<file path="src/rtl/store_forward_buffer.sv">
// rtl/store_forward_buffer.sv - in-order store buffer with commit, drain and load forwarding
module store_forward_buffer #(
    parameter int DEPTH     = 4,
    parameter int ROB_IDX_W = 4
) (
    input  logic                         clk,
    input  logic                         reset,
    input  logic                         in_store_valid,
    input  logic [31:0]                  in_store_addr,
    input  logic [31:0]                  in_store_data,
    input  logic [2:0]                   in_store_funct3,
    input  logic [ROB_IDX_W-1:0]         in_store_rob_idx,
    input  logic                         in_commit_valid,
    input  logic [ROB_IDX_W-1:0]         in_commit_rob_idx,
    input  logic                         in_flush,
    input  logic                         in_load_valid,
    input  logic [31:0]                  in_load_addr,
    input  logic [2:0]                   in_load_funct3,
    output logic                         out_fwd_hit,
    output logic [31:0]                  out_fwd_data,
    output logic                         out_fwd_stall,
    output logic                         out_drain_valid,
    output logic [31:0]                  out_drain_addr,
    output logic [31:0]                  out_drain_data,
    output logic [2:0]                   out_drain_funct3,
    input  logic                         in_drain_ready,
    output logic                         out_full,
    output logic                         out_empty,
    output logic [$clog2(DEPTH+1)-1:0]   out_count
);
    localparam int PTR_W = $clog2(DEPTH);
    localparam int PW1   = PTR_W + 1;
    localparam int CNT_W = $clog2(DEPTH + 1);

    logic [PTR_W:0]          head, tail, head_next, surv;
    logic [PTR_W-1:0]        head_idx, tail_idx;
    logic [DEPTH-1:0]        ent_valid, ent_committed, commit_next;
    logic [31:0]             ent_addr   [DEPTH];
    logic [31:0]             ent_data   [DEPTH];
    logic [31:0]             ent_lane   [DEPTH];
    logic [3:0]              ent_mask   [DEPTH];
    logic [2:0]              ent_funct3 [DEPTH];
    logic [ROB_IDX_W-1:0]    ent_rob    [DEPTH];
    logic                    pop, alloc;

    function automatic logic [3:0] byte_mask(input logic [1:0] offset, input logic [1:0] size);
        case (size)
            2'b00:   return 4'b0001 << offset;
            2'b01:   return offset[1] ? 4'b1100 : 4'b0011;
            default: return 4'b1111;
        endcase
    endfunction

    function automatic logic [31:0] lane_data(input logic [31:0] data, input logic [1:0] offset,
                                              input logic [1:0] size);
        case (size)
            2'b00:   return data << {offset, 3'b000};
            2'b01:   return data << {offset[1], 4'b0000};
            default: return data;
        endcase
    endfunction

    assign head_idx        = head[PTR_W-1:0];
    assign tail_idx        = tail[PTR_W-1:0];
    assign out_full        = (head[PTR_W] != tail[PTR_W]) && (head_idx == tail_idx);
    assign out_empty       = (head == tail);
    assign out_count       = CNT_W'(tail - head);
    assign out_drain_valid = ent_valid[head_idx] && ent_committed[head_idx];
    assign out_drain_addr   = out_drain_valid ? ent_addr[head_idx]   : 32'd0;
    assign out_drain_data   = out_drain_valid ? ent_data[head_idx]   : 32'd0;
    assign out_drain_funct3 = out_drain_valid ? ent_funct3[head_idx] : 3'd0;

    assign pop       = out_drain_valid && in_drain_ready;
    assign alloc     = in_store_valid && !out_full && !in_flush;
    assign head_next = head + PW1'(pop);

    // A same-cycle commit is applied before the flush decides which entries survive.
    always_comb begin
        commit_next = ent_committed;
        surv        = '0;
        for (int i = 0; i < DEPTH; i++) begin
            if (in_commit_valid && ent_valid[i] && ent_rob[i] == in_commit_rob_idx)
                commit_next[i] = 1'b1;
            surv = surv + PW1'(ent_valid[i] & commit_next[i]);
        end
        surv = surv - PW1'(pop);
    end

    always_ff @(posedge clk) begin
        if (reset) begin
            head          <= '0;
            tail          <= '0;
            ent_valid     <= '0;
            ent_committed <= '0;
        end else begin
            ent_committed <= commit_next;
            head          <= head_next;
            if (in_flush) begin
                for (int i = 0; i < DEPTH; i++)
                    if (!commit_next[i])
                        ent_valid[i] <= 1'b0;
                tail <= head_next + surv;
            end
            if (pop) begin
                ent_valid[head_idx]     <= 1'b0;
                ent_committed[head_idx] <= 1'b0;
            end
            if (alloc) begin
                ent_valid[tail_idx]     <= 1'b1;
                ent_committed[tail_idx] <= 1'b0;
                ent_addr[tail_idx]      <= in_store_addr;
                ent_data[tail_idx]      <= in_store_data;
                ent_funct3[tail_idx]    <= in_store_funct3;
                ent_rob[tail_idx]       <= in_store_rob_idx;
                ent_mask[tail_idx]      <= byte_mask(in_store_addr[1:0], in_store_funct3[1:0]);
                ent_lane[tail_idx]      <= lane_data(in_store_data, in_store_addr[1:0],
                                                     in_store_funct3[1:0]);
                tail                    <= tail + 1'b1;
            end
        end
    end

    logic [3:0]       ld_mask, sel_mask;
    logic [31:0]      sel_lane, shifted, ext;
    logic [1:0]       ld_shift;
    logic [PTR_W-1:0] idx;
    logic             found, covers;

    // Walk from head toward tail so the youngest overlapping entry wins.
    always_comb begin
        ld_mask  = byte_mask(in_load_addr[1:0], in_load_funct3[1:0]);
        found    = 1'b0;
        sel_mask = '0;
        sel_lane = '0;
        idx      = '0;
        for (int i = 0; i < DEPTH; i++) begin
            idx = head_idx + PTR_W'(i);
            if (ent_valid[idx] && ent_addr[idx][31:2] == in_load_addr[31:2]
                && |(ent_mask[idx] & ld_mask)) begin
                found    = 1'b1;
                sel_mask = ent_mask[idx];
                sel_lane = ent_lane[idx];
            end
        end
        covers = ((sel_mask & ld_mask) == ld_mask);
        case (in_load_funct3[1:0])
            2'b00:   ld_shift = in_load_addr[1:0];
            2'b01:   ld_shift = {in_load_addr[1], 1'b0};
            default: ld_shift = 2'b00;
        endcase
        shifted = sel_lane >> {ld_shift, 3'b000};
        case (in_load_funct3[1:0])
            2'b00:   ext = in_load_funct3[2] ? {24'd0, shifted[7:0]}
                                             : {{24{shifted[7]}}, shifted[7:0]};
            2'b01:   ext = in_load_funct3[2] ? {16'd0, shifted[15:0]}
                                             : {{16{shifted[15]}}, shifted[15:0]};
            default: ext = shifted;
        endcase
        out_fwd_hit   = in_load_valid && found && covers;
        out_fwd_stall = in_load_valid && found && !covers;
        out_fwd_data  = out_fwd_hit ? ext : 32'd0;
    end
endmodule

</file>
<file path="config.mk">
export PLATFORM = sky130hd
export DESIGN_NAME = store_forward_buffer
export DESIGN_NICKNAME = d
export VERILOG_FILES = /design/src/rtl/store_forward_buffer.sv
export SDC_FILE = /design/constraint.sdc
export NUM_CORES = 1
export LEC_CHECK = 0
export CORE_MARGIN = 10
export CORE_UTILIZATION = 55
export DETAILED_ROUTE_END_ITERATION = 8
export DONT_BUFFER_PORTS = 1
export GPL_TIMING_DRIVEN = 1
export HOLD_SLACK_MARGIN = 0.08
export PLACE_DENSITY = 0.79
export SLEW_MARGIN = 20
export SYNTH_ARGS = -nofsm -noshare
export SYNTH_HDL_FRONTEND = slang
export SYNTH_SLANG_ARGS = --single-unit
</file>
<file path="constraint.sdc">
create_clock -name clk -period 41.2 [get_ports clk]
set_clock_uncertainty 0.05 [all_clocks]
set_input_delay 12.36 -clock clk [delete_from_list [all_inputs] [get_ports clk]]
set_output_delay 12.36 -clock clk [all_outputs]
set_load 0.05 [all_outputs]
</file>
==> results.toml <==
[die]
placement_rows = 81
io_pins = 224
fp.dieH_um = 241.7
die_w_um = 241.7
initial_core_util = 0.5543
core_sq_um = 48750
die_area_sq_um = 58400

[cells_and_area]
final_area_sq_um = 28930
layout_commonest_cell = "edfxtp_1"
layout_common_cells = "edfxtp_1 (428), mux4_2 (174), nand2_1 (145)"
nFillCells = 3680
layout.nets = 2088
drive_gt1_frac = 0.2116
syn_to_final_growth_pct = 7.061

[pwr]
combPwrFrac = 0.050
seqPwrFrac = 0.507
vdd_drop_max_mv = 0.04713
pwr-share-clk = 0.443
p_sw_mw = 0.2217
swShare = 0.2238
power_density_nw_per_um2 = 34.23
p_int_mw = 0.7688
p_leak_nw = 9.013

[placed_design]
dp_hpwl_um = 60360
globalplace.congestion = 0.9997
post-place-ws_ps = 12070
placed_cell_area_sq_um = 27320
io_buffer_count = 0

[route]
routedWlPerCell_um = 31.99
vias = 18930
firstDrtPassIters = 6
detail-route-antenna-nets = 0
drtIter0Drc = 2686
route.detailed.drc = 0
vias_per_cell = 7.131
routed_wl_um = 84920

[synth]
synth-edff-count = 428
synth.cell_area_sq_um = 27020
netlist_instances = 2038
synth_ff_type = "edfxtp_1"
ys_ff_latch = 442
seq_area_frac_synth = 0.4860
syn_avg_cell_area_sq_um = 13.26
async_flop_share = 0
ys.warnings.count = 0
synth.net_count = 2173
synth.distinct_cells = 99

[setup_path]
critPathRequiredTime_ps = 28790
cp_num_buf_inv = 0
slowest_delay_ps = 860
r2r-end = "tail[2]"
r2r_setup_slack_ps = 35760
ff2ff_path_depth = 12
crit_chain = "xnor2_1 -> nand4_1 -> a211o_1 -> nor4_1 -> nand2_1 -> nor2_1 -> nand2_1 -> a41oi_1 -> o221ai_1 -> a21oi_1"
end_kind = "output pin"
worstReg2RegStart = "head[0]"
cp_max_fo = 10
slowest_stage = "nor4_1"
critical_path_class = "in2out"
critPathTopFamily = "simple AND/OR/NAND/NOR gates"
startpoint_type = "input pin"
arrival_ps = 16780
crit_top_cell = "nand2_1"

[grt]
grt_usage = 0.2832
grt_max_degree = 74
grt_antenna_before_repair = 1
grt_pass1_wl_um = 125700
overflow = 0
first_global_vias = 18290

[timing]
hold_viol = 0
tightest_slew_ps = 1105
slew-limit-headroom = 0.2579
finalSetupViolations = 0
fin_crit_sh = 0.7084
max_freq_mhz = 34.26
period_needed_ps = 29190
worst_slack_ps = 12010
rsz0062_at_grt = "false"
finalMaxSlewViolations = 0
fin_tns_setup_ps = 0

[clocking]
cts-root-buf = "clkbuf_16"
post_cts.repair.setup_buffers = 0
cts_buffer_depth = 3
postCtsHoldBufs = 0
cts_buffers = 47
post_cts_resized = 0
clock_sinks = 442
htree_levels = 2
cts_tree = "done"
insertion_delay_ps = 590
cts.reportedPaths.clkPinSlew_ps = 60

[flow_run]
cap_violations = 0

[min_path]
hp-class = "reg2reg"
hold_path.startpoint = "tail[2]"
whs_path_depth = 3
hold_end = "tail[2]"

[outcome]
outcome = "finished clean"
[worst min-delay path: stages, from the launching register on]
cell and delay (ps):
dfxtp_1 360, xor2_1 80, nor2_1 80, a211oi_1 50
[final cells by class]
class,instances,area [sq um],share of cell area
diodes,1,2.502,0.00008649
flip-flops and latches,442,13140,0.4542
multi-input cells,1389,12950,0.4477
repair buffers,33,251.5,0.008693
clock buffers,55,1216,0.04204
clock inverters,31,387.9,0.01341
inverters,40,150.1,0.005190
well taps,664,830.8,0.02872
[synthesized netlist by cell type, types with 28 or more instances]
cell	count	share of area
a21oi_1	69	0.013
and3_1	82	0.019
buf_2	36	0.0067
clkbuf_1	81	0.011
edfxtp_1	428	0.48
inv_1	39	0.0054
mux2_2	69	0.029
mux2i_1	133	0.049
mux4_2	175	0.15
nand2_1	145	0.020
nand3_1	35	0.0065
nor2_1	81	0.011
o21ai_0	56	0.010
o22ai_1	28	0.0065
xnor2_1	85	0.028
[cells by family (layout without fill, tap and decap cells)]
| group | after synthesis | in the layout | synth area share |
|---|---|---|---|
| XOR/XNOR | 108 | 108 | 0.03528 |
| flip-flops | 442 | 442 | 0.4860 |
| AO/OA/AOI/OAI | 377 | 377 | 0.1017 |
| other | 0 | 1 | 0 |
| adder cells (fa/ha/maj) | 18 | 18 | 0.009446 |
| multiplexers | 386 | 386 | 0.2315 |
| buffers and inverters | 207 | 159 | 0.03885 |
| AND/OR/NAND/NOR | 500 | 500 | 0.09723 |
[worst max path at each step]
stage | from | to | cells after the start
after detailed placement | in_load_addr[22] | out_fwd_data[12] | 10
final | in_load_addr[22] | out_fwd_data[12] | 10
after global routing | in_load_addr[19] | out_fwd_data[12] | 10
after CTS | in_load_addr[22] | out_fwd_data[12] | 10
after floorplan | in_load_addr[25] | out_fwd_data[5] | 13
after global placement | in_load_funct3[1] | out_fwd_data[9] | 11
[sequential cells by signal, indices dropped and copies added, names as in the netlist]
name	cells
ent_addr	128
ent_committed	4
ent_data	128
ent_funct3	12
ent_lane	128
ent_mask	16
ent_rob	16
ent_valid	4
head	3
tail	3
[routing by layer]
layer  vias to the layer above  GRT usage  share of wire  wire, um
li1                       8001          -              -         -
met1                      9626     0.3773           0.39     32870
met2                      1147     0.4390           0.47     39510
met3                       160    0.07562           0.11      9170
met4                         0     0.1067          0.040      3370
met5                         -          0              0         0
[stage by stage]
stage | util | instances | power (mW) | hold WS [ps]
3_5_place_dp | 0.5604 | 2568 | 0.5596 | 549.3
2_1_floorplan | - | 2038 | 0.5479 | 490.8
6_report | 0.5935 | 2655 | 0.9905 | 562.7
5_1_grt | 0.5935 | 2655 | 1.016 | 600.3
3_3_place_gp | 0.5604 | 2568 | 0.5584 | 513.2
4_1_cts | 0.5933 | 2654 | 0.9941 | 557.7
[power groups by stage]
stage	Sequential, mW	Combinational (mW)	Clock, mW
after floorplan	0.511	0.0365	0
after global placement	0.511	0.0470	0
after detailed placement	0.512	0.0477	0
after CTS	0.502	0.0480	0.444
after global routing	0.503	0.0521	0.462
final	0.502	0.0492	0.439
No activity file was read; power rests on OpenSTA's default activity.
